`config.mk`:
```
export PLATFORM = sky130hd
export DESIGN_NAME = conv_window_buffer
export DESIGN_NICKNAME = d
export VERILOG_FILES = /design/src/rtl/conv_window_buffer.sv
export SDC_FILE = /design/constraint.sdc
export NUM_CORES = 1
export LEC_CHECK = 0
export CAP_MARGIN = 15
export CELL_PAD_IN_SITES_DETAIL_PLACEMENT = 0
export CELL_PAD_IN_SITES_GLOBAL_PLACEMENT = 1
export CORE_MARGIN = 2
export CORE_UTILIZATION = 50
export CTS_BUF_LIST = sky130_fd_sc_hd__clkbuf_4 sky130_fd_sc_hd__clkbuf_8 sky130_fd_sc_hd__clkbuf_16
export DETAILED_ROUTE_END_ITERATION = 10
export GPL_ROUTABILITY_DRIVEN = 0
export GPL_TIMING_DRIVEN = 0
export PLACE_DENSITY_LB_ADDON = 0.1
export SLEW_MARGIN = 20
export SYNTH_ARGS = -nofsm -noshare
export SYNTH_HDL_FRONTEND = slang
export SYNTH_SLANG_ARGS = --single-unit
```
`constraint.sdc`:
```
create_clock -name clk -period 5.8 [get_ports clk]
set_input_delay 1.74 -clock clk [delete_from_list [all_inputs] [get_ports clk]]
set_output_delay 1.74 -clock clk [all_outputs]
set_load 0.05 [all_outputs]
```
`src/rtl/conv_window_buffer.sv`:
```
// conv_window_buffer: raster pixel stream to 3x3 windows over two line buffers,
// plus the weight/exponent-bias registers feeding the MAC.
module conv_window_buffer #(
  parameter int IMG_W = 8,
  parameter int IMG_H = 8
) (
  input  logic        clk,
  input  logic        rst,
  input  logic [7:0]  pix_in,
  input  logic        pix_valid,
  output logic        pix_ready,
  input  logic        cfg_load,
  input  logic [35:0] weight_in,
  input  logic [4:0]  exp_bias_in,
  output logic        cfg_ack,
  output logic        win_valid,
  input  logic        win_ready,
  output logic [71:0] image_out,
  output logic [35:0] weight_out,
  output logic [4:0]  exp_bias_out,
  output logic        frame_done
);
  localparam int CW = $clog2(IMG_W);
  localparam int RW = $clog2(IMG_H);
  typedef enum logic [1:0] {IDLE, ACTIVE, DRAIN} state_t;
  state_t state_q, state_d;
  logic [CW-1:0] col_q, col_d;
  logic [RW-1:0] row_q, row_d;
  logic [0:2][0:2][7:0] win_q, win_d, img_q, img_d;
  logic win_valid_q, win_valid_d, cfg_ack_q, cfg_ack_d;
  logic [35:0] weight_q, weight_d;
  logic [4:0] bias_q, bias_d;
  logic [7:0] line0_q [IMG_W];
  logic [7:0] line1_q [IMG_W];
  logic accept, col_last, row_last, emit, cfg_ok;
  assign pix_ready = (!win_valid_q || win_ready) && state_q != DRAIN;
  assign accept = pix_valid && pix_ready;
  assign col_last = col_q == CW'(IMG_W - 1);
  assign row_last = row_q == RW'(IMG_H - 1);
  assign emit = accept && row_q >= RW'(2) && col_q >= CW'(2);
  assign cfg_ok = cfg_load && state_q == IDLE;
  // DRAIN holds only the last window, so any handshake there ends the frame
  assign frame_done = state_q == DRAIN && win_valid_q && win_ready;
  assign cfg_ack = cfg_ack_q;
  assign win_valid = win_valid_q;
  assign image_out = img_q;
  assign weight_out = weight_q;
  assign exp_bias_out = bias_q;
  always_comb begin
    col_d = accept ? (col_last ? '0 : col_q + 1'b1) : col_q;
    row_d = (accept && col_last) ? (row_last ? '0 : row_q + 1'b1) : row_q;
    win_d = accept ? {win_q[0][1], win_q[0][2], line0_q[col_q],
                      win_q[1][1], win_q[1][2], line1_q[col_q],
                      win_q[2][1], win_q[2][2], pix_in} : win_q;
    img_d = emit ? win_d : img_q;
    win_valid_d = emit || (win_valid_q && !win_ready);
    cfg_ack_d = cfg_ok;
    weight_d = cfg_ok ? weight_in : weight_q;
    bias_d = cfg_ok ? exp_bias_in : bias_q;
    state_d = (state_q == IDLE)   ? (accept ? ACTIVE : IDLE) :
              (state_q == ACTIVE) ? ((accept && row_last && col_last) ? DRAIN : ACTIVE) :
                                    (frame_done ? IDLE : DRAIN);
  end
  always_ff @(posedge clk or negedge rst) begin
    if (!rst) begin
      state_q <= IDLE;
      col_q <= '0;
      row_q <= '0;
      win_q <= '0;
      img_q <= '0;
      win_valid_q <= 1'b0;
      cfg_ack_q <= 1'b0;
      weight_q <= '0;
      bias_q <= '0;
    end else begin
      state_q <= state_d;
      col_q <= col_d;
      row_q <= row_d;
      win_q <= win_d;
      img_q <= img_d;
      win_valid_q <= win_valid_d;
      cfg_ack_q <= cfg_ack_d;
      weight_q <= weight_d;
      bias_q <= bias_d;
    end
  end
  always_ff @(posedge clk) begin
    if (accept) begin
      line0_q[col_q] <= line1_q[col_q];
      line1_q[col_q] <= pix_in;
    end
  end
endmodule
```
* After elaboration in Yosys (flattened, before gate mapping)
Memory sizes are Yosys's and may differ from the RTL's. Cells that the tools add are included.
Storage, ports and cells: memories 2, logic and storage cells 62, output and inout bits 117, bits in writable memories 128, bits in registers 195, input bits 54
Cells by class: multiplexer cells 10, eq/ne operators 5, $add $sub $neg 2, reductions and logical operators 16, order comparisons 2
Memory list:
- line0_q | words 8, bits a word 8, rd ports 1, clocked after Yosys merged registers in 0, wr ports 1, RTL line 33 | logic [7:0] line0_q [IMG_W];
- line1_q | words 8, bits a word 8, rd ports 1, clocked after Yosys merged registers in 0, wr ports 1, RTL line 34 | logic [7:0] line1_q [IMG_W];
Operators with widths (count):
- $mux W72 | 1
- $logic_and A1 B1 Y1 | 11
- $mux W2 | 4
- $add A3 B1 Y3 const B | 2
- $eq A3 B3 Y1 const B | 2
- $ge A3 B2 Y1 const B | 2
- $mux W3 | 2
- $mux W1 | 3
- $eq A2 B1 Y1 const B | 1
- $eq A2 B2 Y1 const B | 1
- $logic_not A1 Y1 | 2
- $logic_not A2 Y1 | 1
- $logic_or A1 B1 Y1 | 2
- $ne A2 B2 Y1 const B | 1

* Depth between registers and ports, before layout
Gate-level depths: netlist (run 1).
depth after elaboration 9, depth in mapped cells 8, depth with buffers taken out 6

* Least setup slack after synthesis (run 1)
Ideal clock, no wire load.
path kind input to output, start in win_ready, end out pix_ready, slack 1.618 ns, arrival 2.442 ns, data required time 4.060 ns, buffers on the path 0, stages on the path 2, cells stage by stage nor2b_1 nor2_1
On the way: longest elaborated chain between the ends 2
RTL lines:
- start: declaration | RTL line 17 | input logic win_ready,
- $logic_or A1 B1 Y1 | RTL line 36 | assign pix_ready = (!win_valid_q || win_ready) && state_q != DRAIN;
- $logic_and A1 B1 Y1 | RTL line 36
- end: declaration | RTL line 11 | output logic pix_ready,
No other way between the ends.

* Worst setup path in the final report (run 1)
Ends and elaborated chain as after synthesis.

==> results of run 1 <==
## cells in the mapped netlist, drive strengths merged (10+ instances only)
| cell type | number | share of area [%] |
|---|---|---|
| a21oi | 10 | 0.40 |
| nor2 | 26 | 0.78 |
| buf | 27 | 1.3 |
| mux2 | 169 | 16 |
| nand2 | 21 | 0.63 |
| a32oi | 10 | 0.70 |
| a221oi | 11 | 0.77 |
| clkbuf | 12 | 0.36 |
| dfrtp | 195 | 39 |
| edfxtp | 128 | 31 |
| mux2i | 10 | 0.80 |
| o21ai | 18 | 0.72 |
| mux4 | 12 | 2.2 |
| inv | 10 | 0.30 |
## state kept, by name (all words and copies together) (netlist names)
name and cells:
image_out 72, win_q 72, line0_q 64, line1_q 64
weight_out 36, exp_bias_out 5, col_q 3, row_q 3
state_q 2, cfg_ack 1, win_valid 1
## power groups by stage
stage / clock network (uW) / logic (uW) / registers (uW)
after floorplan: 0 / 1510 / 4530
after global placement: 0 / 3720 / 3550
after detailed placement: 0 / 3820 / 3570
after CTS: 2240 / 3840 / 3540
after global routing: 2340 / 4030 / 3610
final: 2190 / 3800 / 3530
## worst reg2reg max path: cells and delay by family (launching register included)
family,cells,cell delay [ps]
buffers and inverters,3,1060
and+or+nand+nor,3,1160
DFF,1,410
## per-layer routing
layer	vias to the layer above	GRT usage [%]	part of all wire (%)
met5	-	0	0
met4	0	6.597	2.4
met3	47	4.852	7.4
met2	248	35.26	48
met1	3620	29.01	42
li1	3186	-	-
## final cells by class
type	count	share of cell area, %
multi-input combinational	363	22.04
clock buffer	56	7.049
inverter	10	0.2365
clock inverter	4	0.2760
tap	324	2.555
timing repair buffer	180	11.57
sequential	323	54.97
buffer	39	1.301
## worst paths after layout
kind | from | endpoint | depth (start not counted)
max | win_ready | pix_ready | 4
min | image_out[11]$_DFFE_PN0P_ | image_out[11]$_DFFE_PN0P_ | 1
max reg2reg | state_q[0]$_DFF_PN0_ | line1_q[0][1]$_DFFE_PP_ | 6
min reg2reg | image_out[11]$_DFFE_PN0P_ | image_out[11]$_DFFE_PN0P_ | 1
max in group asynchronous | rst | exp_bias_out[3]$_DFFE_PN0P_ | 3
min in group asynchronous | rst | image_out[66]$_DFFE_PN0P_ | 1
## stage by stage
step / TNS [ps] / utilization (%) / hold slack, ps
floorplan: 0 / - / 444.4
global placement: -901970 / 59.66 / 472.8
detailed placement: 0 / 60.30 / 474.8
CTS: 0 / 65.06 / 487.9
global route: 0 / 65.06 / 505.8
finish: 0 / 65.06 / 483.6
## kinds of logic after synthesis
family,Yosys count,synth area share [%]
adders and majority gates,5,0.5027
AOI/OAI and AO/OA,71,3.951
DFF,323,70.10
muxes,191,19.48
and+or+nand+nor,96,4.012
buffers and inverters,49,1.961
==> summary.txt, run 1 <==
Htree depth: 2
Fmax: 200.4 MHz
Nets: 1011
Layout area overhead: 27.52%
Placed insts: 1239
Power density over the cells: 600.0 nW/um^2
Clk network pwr share: 23.0%
Setup WS post-layout: 810.6 ps
Post_cts resized: 0
Flop pwr share: 37.1%
Tcrit/Tclk final: 86.02%
Sequential standard cell area: 8723 sq um
Sink Count: 323
Psw: 3492 uW
Pleak: 0.006297 uW
Prevailing post-synth register cell: dfrtp_1
Die area: 26170 sq um
Layout cells sized above 1: 28.72%
CTS root buf: clkbuf_16
Dpl hpwl: 18900 um
Worst EP required: 4060 ps
Number of antenna violations at the first check in global routing: 0
Status: finished, final reports clean
Cell Chain, Critical Path: clkdlybuf4s50_1 > nor2b_1 > nor2_1 > clkdlybuf4s50_1
Most frequent cells in the layout: dfrtp_1, clkdlybuf4s50_1, edfxtp_1
Worst-path clk slew: 60 ps
Setup Slack @ Placement: 807.3 ps
Die X: 161.8 um
Cell repeated most along the worst path: clkdlybuf4s50_1
Synth Net Count: 794
# port buffers: 170
TritonCTS Buffers: 35
Netlist Area Pre-Place: 12440 sq um
Combinational power share: 39.9%
Largest net degree at the start of global routing: 92
Fin cells: 1299
Reg-to-reg slack, setup: 2790 ps
Tot Pwr: 9521 uW
CP bufs+invs: 2
Net switching fraction of the power: 36.68%
# IOs: 171
Core area: 24390 sq um
Number of max-cap violations: 0
Final Setup Violations: 0
Crit-path max FO: 3
Worst-margin pin slew: 1006 ps
Worst skew pair latency: 510 ps
Rows: 57
Grt ovf: 0
Via density: 5.467
Mapped Avg Cell Area: 16.93 sq um
EDFF count, synth: 128
CP peak stage delay: 830 ps
Residual DRC: 0
ANT cells: 0
Vias in the first global route: 7543
Vias: 7101
First-pass detailed-route iteration total: 5
Yosys cell types: 47
Die Span Y: 161.8 um
First-pass GRT wire length: 43450 um
Iteration-0 DRC Markers: 397
Commonest non-fill, non-tap cell in the layout: dfrtp_1
Initial core utilization: 51.02%
Area of the multi-input gates: 3497 sq um
Fin area: 15870 sq um
Drt wl/cell: 21.20 um
CTS tree: built
Syn Inst Count: 735
Peak VDD IR: 0.4107 mV
Final WL: 27540 um
Placed Area: 14710 sq um
Synthesized flop and latch total: 323
Max clock buf depth: 3
Normalized max-slew margin: 32.94%
Yosys warns: 0
Hold_buf cts: 0
Delay-heaviest family, CP: buffers and inverters
Critical path arrival: 3250 ps
Cell Int Power: 6029 uW
Crit path launch type: primary input
Worst hold path class: reg -> reg
Critical Path End Type: output port
Worst setup path category: in -> out
Filler cells: 1744
Seq/Total Area, Yosys: 70.10%
All-Layer GR Usage: 21.51%
Async set or reset register ratio after synthesis: 60.37%
Clock Skew: 16.81 ps
Final Hold Viols: 0
Unrepaired setup endpoints after global routing: no
Slew Viols, Final: 0
Detail Route Antenna Nets: 0
CP max-delay cell: clkdlybuf4s50_1
Post-CTS setup buffer count: 0
Post-route minimum period: 4989 ps
No activity file was read; power rests on OpenSTA's default activity.
==> run 2, diff against run 1 <==
- HOLD_SLACK_MARGIN: default -> 0.1
==> results of run 2 <==
Final layout, timing and power as in run 1 (identical DEF).
==> run 3, diff against run 2 <==
- ABC_AREA: default -> 1
- CORE_UTILIZATION: 50 -> 46
==> summary.txt, run 3 <==
Seq/Total Area, Yosys: 68.11%
CP max-delay cell: clkdlybuf4s50_1
Die X: 170.9 um
Top post-synthesis cells by area: dfrtp_1, edfxtp_1, nand2_1
Share of the synthesized area in the top cell type: 38.10%
Mapped Avg Cell Area: 9.829 sq um
Detail Route Antenna Nets: 0
Number of antenna violations at the first check in global routing: 0
First-pass detailed-route iteration total: 5
Psw: 4454 uW
Post-CTS setup buffer count: 0
Worst hold path class: reg -> reg
Htree depth: 2
Worst setup path category: in -> out
Filler cells: 2420
Yosys cell types: 24
Drt wl/cell: 16.36 um
Worst EP required: 4060 ps
Flop pwr share: 34.0%
Most frequent cell after synthesis: nand2_1
Residual DRC: 0
Cell Int Power: 5993 uW
Final Hold Viols: 0
Critical Path End Type: output port
Slew Viols, Final: 0
Layout cells sized above 1: 9.679%
Net switching fraction of the power: 42.63%
Die Span Y: 170.9 um
CP peak stage delay: 810 ps
Post_cts resized: 0
Via density: 4.826
Power density over the cells: 635.3 nW/um^2
Core area: 27630 sq um
Clk network pwr share: 22.1%
Normalized max-slew margin: 46.07%
Post-Route Utilization: 59.51%
Pleak: 0.007814 uW
Peak VDD IR: 0.3750 mV
Commonest cells post-synth: nand2_1, dfrtp_1, edfxtp_1
Largest net degree at the start of global routing: 94
Grt ovf: 0
Prevailing post-synth register cell: dfrtp_1
ANT cells: 0
Vias in the first global route: 9176
# port buffers: 170
Final WL: 31720 um
Crit path launch type: primary input
Clock Skew: 13.22 ps
Vias: 9353
Commonest non-fill, non-tap cell in the layout: nand2_1
Yosys warns: 0
Die area: 29190 sq um
Crit-path max FO: 3
Layout area overhead: 28.39%
Most area-hungry cell type in the Yosys netlist: dfrtp_1
Number of max-cap violations: 0
Final Setup Violations: 0
Syn Inst Count: 1303
Status: finished, final reports clean
Setup Slack @ Placement: 771.5 ps
Unrepaired setup endpoints after global routing: no
Tcrit/Tclk final: 86.66%
Synthesized flop and latch total: 323
Hold_buf cts: 0
Synth Net Count: 1362
# IOs: 171
Async set or reset register ratio after synthesis: 60.37%
Setup WS post-layout: 773.8 ps
Post-route minimum period: 5026 ps
Dpl hpwl: 22020 um
Fmax: 199.0 MHz
EDFF count, synth: 128
Worst-margin pin slew: 802.2 ps
Critical path arrival: 3290 ps
Most frequent cells in the layout: nand2_1, dfrtp_1, clkdlybuf4s50_1
Combinational power share: 43.9%
TritonCTS Buffers: 36
Worst skew pair latency: 510 ps
Initial core utilization: 46.35%
Tot Pwr: 10450 uW
Nets: 1592
Max clock buf depth: 3
Final Hold Slack: 474.1 ps
Cell Chain, Critical Path: clkdlybuf4s50_1 > inv_1 > nand2_1 > nand2_1 > inv_1 > clkdlybuf4s50_1
First-pass GRT wire length: 50540 um
Netlist Area Pre-Place: 12810 sq um
Sink Count: 323
CTS tree: built
All-Layer GR Usage: 22.41%
Iteration-0 DRC Markers: 630
Worst-path clk slew: 50 ps
CTS root buf: clkbuf_16
Rows: 61
[run 3: worst max-delay path: cells and delay by family]
kind	cells	cell delay, ps
buffers and inverters	4	1390
AND/OR/NAND/NOR	2	160
[run 3: path summary, 6_finish.rpt]
check / endpoint / slack [ps] / start / cells after the start
max: pix_ready / 770 / win_ready / 6
min: win_q[42]$_DFF_PN0_ / 470 / win_q[42]$_DFF_PN0_ / 2
min reg2reg: win_q[42]$_DFF_PN0_ / 470 / win_q[42]$_DFF_PN0_ / 2
min in group asynchronous: image_out[64]$_DFFE_PN0P_ / 1040 / rst / 1
max reg2reg: line1_q[7][0]$_DFFE_PP_ / 3040 / win_valid$_DFF_PN0_ / 7
max in group asynchronous: weight_out[14]$_DFFE_PN0P_ / 3610 / rst / 3
[run 3: per-stage QoR]
step	cell area [sq um]	setup TNS (ps)	instances
global placement	14980	-1109390	1851
detailed placement	15200	0	1873
global route	16440	0	1938
CTS	16440	0	1938
floorplan	12810	0	1303
finish	16440	0	1938
[run 3: cell type report]
class / count / area (sq um) / area share [%]
flip-flops and latches: 323 / 8723 / 53.05
multi-input cells: 881 / 3638 / 22.13
repair buffers: 192 / 1872 / 11.38
clock buffers: 55 / 1152 / 7.008
well taps: 378 / 473.0 / 2.876
plain buffers: 69 / 382.9 / 2.328
inverters: 30 / 112.6 / 0.6848
clock inverters: 10 / 88.84 / 0.5403
[run 3: cells by family (layout without fill, tap and decap cells)]
| family | Yosys count | count (layout) | synth area share [%] |
|---|---|---|---|
| AOI/OAI and AO/OA | 38 | 38 | 1.798 |
| adders and majority gates | 5 | 5 | 0.4885 |
| buffers and inverters | 99 | 356 | 3.869 |
| DFF | 323 | 323 | 68.11 |
| and+or+nand+nor | 838 | 838 | 25.73 |
[run 3: routing by layer]
metal	global-route usage [%]	share of wire, %	vias up
li1	-	-	4613
met1	31.56	46	4451
met2	34.94	45	254
met3	6.269	7.3	35
met4	4.937	1.6	0
met5	0	0	-
[run 3: power groups by stage]
stage | clock, uW | combinational (uW) | sequential (uW)
final | 2310 | 4580 | 3550
after global routing | 2450 | 5010 | 3630
after detailed placement | 0 | 4620 | 3580
after global placement | 0 | 4540 | 3580
after floorplan | 0 | 1840 | 4700
after CTS | 2350 | 4630 | 3550
==> patch 1: new RTL, config.mk and constraints of run 1 <==
Change the parameter `IMG_W` from 8 to 16.
--- a/src/rtl/conv_window_buffer.sv
+++ b/src/rtl/conv_window_buffer.sv
@@ -3,3 +3,3 @@
 module conv_window_buffer #(
-  parameter int IMG_W = 8,
+  parameter int IMG_W = 16,
   parameter int IMG_H = 8
Formal check against the unedited RTL: same outputs for any inputs over 10 cycles, from zero or initial values and one cycle with rst low; that may be too few to reach the edited logic, so the function may still have changed.
==> patch 1 against run 1 <==
- clock power grew 25%
- design area grew 29%
- worst hold slack lost 0.014 ns
- combinational power grew 2%
- sequential share of layout area grew 3.7 points
- synthesized area grew 32%
- fmax shrank 1.4%
- total power grew 14%
- sequential cell count grew 105
- routed wire length grew 32%
- setup slack lost 0.070 ns
- sequential power grew 22%
- synthesized cell count grew 21%
- largest power group is now registers
- highest routed layer unchanged
==> patch 1: results (changes against run 1) <==
status: "finished clean"
hpwl_mm: 24.2  # +28%
rr_startpoint: "col_q[0]"
p_leak_uw: 0.00783  # +24%
first_iter_violations: 549  # +38%
path_max_fanout: 4  # +1
gr-usage-all-layers_pct: 21.6  # +0.11 points
routed_via_density: 5.44  # -0.55%
async_flop_share_pct: 40.2  # -20 points
synth_edf_count: 256  # +100%
netlist_top_cells_area: "edfxtp_1 47%, dfrtp_1 26%, mux2_2 9.2%"
min_from: "win_q[63]"
yosysUniqueCellTypes: 42  # -11%
grt_pass1_vias: 9032  # +20%
synthFlopType: "edfxtp_1"
grt_max_degree: 96  # +4.3%
tightest_slew_ns: 0.809  # -0.197 ns
layout-drive-gt1-share_pct: 29.6  # +0.89 points
num-fill-cells: 2374  # +36%
cts_buffers: 44  # +26%
wl_mm: 36.3  # +32%
insertion_delay_ns: 0.54  # +0.03 ns
postCtsSetupRepairBufs: 0  # unchanged
synth_common_cells: "256 x edfxtp_1, 172 x dfrtp_1, 134 x mux2_2, 85 x nand2_1, 52 x mux4_2"
layout.nets: 1179  # +17%
peakVddDrop_mv: 0.293  # -29%
finClkSkew_ns: 0.0143  # -0.00256 ns
grt_pass1_wl_mm: 54.5  # +26%
synthesis.nets: 950  # +20%
ys_seq_area_share_pct: 72.9  # +2.8 points
[patch 1: cell types whose count changed in the layout (fill, tap and decap cells not counted), moves of 10 or more]
cell / delta
a221oi_1: -11
a21oi_1: -10
nand2_1: +64
mux2_4: -40
mux4_2: +40
edfxtp_1: +128
dfrtp_1: -23
nor2_1: -19
mux2i_1: +16
mux2_2: +12
mux2_1: +10
[patch 1: cell families (layout without fill, tap and decap cells)]
| group | after synthesis | count (layout) | share of synthesized area (%) |
|---|---|---|---|
| DFF | 428 | 428 | 72.9 |
| muxes | 237 | 237 | 19.5 |
| and+or+nand+nor | 135 | 135 | 3.53 |
| buffers and inverters | 52 | 317 | 2.03 |
| AOI/OAI and AO/OA | 31 | 31 | 1.48 |
| adders and majority gates | 6 | 6 | 0.456 |
| xor gates and xnor gates | 1 | 1 | 0.0533 |
[patch 1: critical path, stage by stage]
cell and delay (ns):
clkdlybuf4s50_1 0.48, nand2b_1 0.16, and2_1 0.14, clkdlybuf4s50_1 0.80
[patch 1: layer usage]
metal / part of all wire, % / GRT usage [%] / routed length [um] / vias to the layer above
met4: 3.0 / 7.21 / 1090 / 0
met1: 42 / 29.3 / 15300 / 4515
met5: 0 / 0 / 0 / -
li1: - / - / - / 3842
met3: 6.0 / 4.58 / 2190 / 66
met2: 49 / 35.0 / 17700 / 259
[patch 1: final timing paths]
kind                                  endpoint  slack (ns)  cells after the start
worst max-delay path                 pix_ready        0.74                      4
worst min-delay path                 win_q[63]        0.47                      2
worst max register to register   image_out[63]        2.78                      9
worst min register to register       win_q[63]        0.47                      2
max in group asynchronous       weight_out[18]        3.74                      2
min in group asynchronous        image_out[52]        1.17                      1
[patch 1: through the flow]
step | instance area [um^2] | cells | setup slack, ns | hold slack (ns) | TNS [ns]
after global routing | 20400 | 1597 | 0.691 | 0.488 | 0
after detailed placement | 19000 | 1515 | 0.759 | 0.460 | 0
after CTS | 20400 | 1597 | 0.749 | 0.474 | 0
after floorplan | 16400 | 890 | 1.60 | 0.439 | 0
final | 20400 | 1597 | 0.741 | 0.469 | 0
after global placement | 18700 | 1502 | -4.35 | 0.458 | -744.20
[patch 1: area by class of cell]
cell class	count	area [um^2]	area share [%]
Buffer	49	323	1.58
Sequential cell	428	12000	58.6
Timing Repair Buffer	183	1890	9.25
Inverter	3	11.3	0.0551
Tap cell	442	553	2.70
Multi-Input combinational cell	410	4260	20.8
Clock buffer	62	1290	6.31
Clock inverter	20	126	0.618
[patch 1: report_power, final]
| part | switching, uW | total, uW | internal [uW] |
|---|---|---|---|
| logic | 2400 | 3860 | 1460 |
| clock network | 1120 | 2730 | 1600 |
| registers | 248 | 4310 | 4060 |
| total | 3770 | 10900 | 7120 |
==> patch 2: new RTL, flow settings as in run 1 <==
Made on the original files. Make the reset (`rst`) synchronous in one clocked block.
--- a/src/rtl/conv_window_buffer.sv
+++ b/src/rtl/conv_window_buffer.sv
@@ -63,3 +63,3 @@
   end
-  always_ff @(posedge clk or negedge rst) begin
+  always_ff @(posedge clk) begin
     if (!rst) begin
Behaviour: differs if rst is asserted again (counterexample within 4 cycles, from zero or initial values and one cycle with rst low); with rst held inactive, the same outputs for 10 cycles.
==> patch 2 against run 1 <==
- design area fell by 8.4%
- core utilization is 1.3 points higher
- critical path type unchanged
- synthesized area is 9.9% lower
- sequential cell count down 21
- routed wire length is 4.2% higher
- setup slack lost 0.12 ns
- synthesized cell count up 30%
Power is not compared: it rests on default switching activity, and its combinational part moved more than twofold at a synthesized area within 25%.
==> patch 2: results (changes against run 1) <==
status: "finished clean"
synth_common_cells: "174 x dfxtp_1, 172 x nand2_1, 151 x a21oi_1, 128 x edfxtp_1, 59 x o21ai_0"
post-place-ws_ns: 0.683  # -0.124 ns
nNonClkBuffers: 272  # +24%
ys_warn_count: 0  # unchanged
final_util_pct: 66.4  # +1.3 points
hp-class: "flip-flop to flip-flop"
finClkSkew_ns: 0.0108  # -0.00598 ns
final-seq-area_um2: 7330  # -16%
insertion_delay_ns: 0.56  # +0.05 ns
sh_seq_area_pct: 50.4  # -4.5 points
use_met2_pct: 39.7  # +4.4 points
netlist_top_cells_area: "edfxtp_1 34%, dfxtp_1 31%, a21oi_1 6.7%"
wl_met3_mm: 1.78  # -12%
routed_via_density: 5.52  # +0.95%
clock_area_share_pct: 7.47  # +0.15 points
synthesis.nets: 1013  # +28%
nClkBuffers: 48  # -14%
drt-pass1-iter-count: 7  # +2
inverters: 12  # +2
cts_buffers: 31  # -11%
buffer_area_share_pct: 15.6  # +2.7 points
grt_max_degree: 17  # -82%
clock-sinks: 302  # -6.5%
yosysUniqueCellTypes: 37  # -21%
gr-usage-all-layers_pct: 24.2  # +2.7 points
vias: 8151  # +15%
ys_seq_area_share_pct: 65.4  # -4.7 points
use_met3_pct: 4.51  # -0.34 points
first_iter_violations: 555  # +40%
multi_input_cells: 554  # +53%
relSlewSlack_pct: 54.0  # +21 points
critical_path_arrival_ns: 3.37  # +0.12 ns
layout-drive-gt1-share_pct: 14.6  # -14 points
grtUsageMet1_pct: 33.3  # +4.3 points
placed_cell_area_um2: 13400  # -8.6%
grt_pass1_vias: 8023  # +6.4%
multi_input_area_share_pct: 23.8  # +1.8 points
placed_cells: 1420  # +15%
layout.nets: 1233  # +22%
async_flop_share_pct: 0  # -60 points
num-fill-cells: 1722  # -1.3%
synth_cells: 953  # +30%
met2WireLength_mm: 13.9  # +4.4%
port-buffer-count: 169  # -0.59%
cts_max_level: 1  # -1
grt_pass1_wl_mm: 45.2  # +4.0%
yosys.area.top_type: "edfxtp_1"
hpwl_mm: 20.0  # +5.9%
## patch 2: worst max-delay path: cells and delay by family
family,cells,cell delay (ns)
buffers and inverters,2,1.30
AND/OR/NAND/NOR,2,0.33
## patch 2: worst paths after layout
kind	startpoint	to	slack, ns	depth (start not counted)
worst max-delay path	win_ready	pix_ready	0.69	4
worst min-delay path	weight_out[28]	weight_out[28]	0.45	2
worst max register to register	state_q[0]	line0_q[2][3]	3.32	7
worst min register to register	weight_out[28]	weight_out[28]	0.45	2
## patch 2: where the power goes
group          switching, uW  internal, uW
registers               32.7          2290
clock network            802          1260
logic                    263           159
## patch 2: logic make-up (layout without fill, tap and decap cells)
group / Yosys count / after routing / share of synthesized area, %
adders and majority gates: 6 / 6 / 0.670
buffers and inverters: 97 / 341 / 4.14
muxes: 48 / 48 / 8.75
AOI/OAI and AO/OA: 243 / 243 / 11.2
and+or+nand+nor: 257 / 257 / 9.89
DFF: 302 / 302 / 65.4
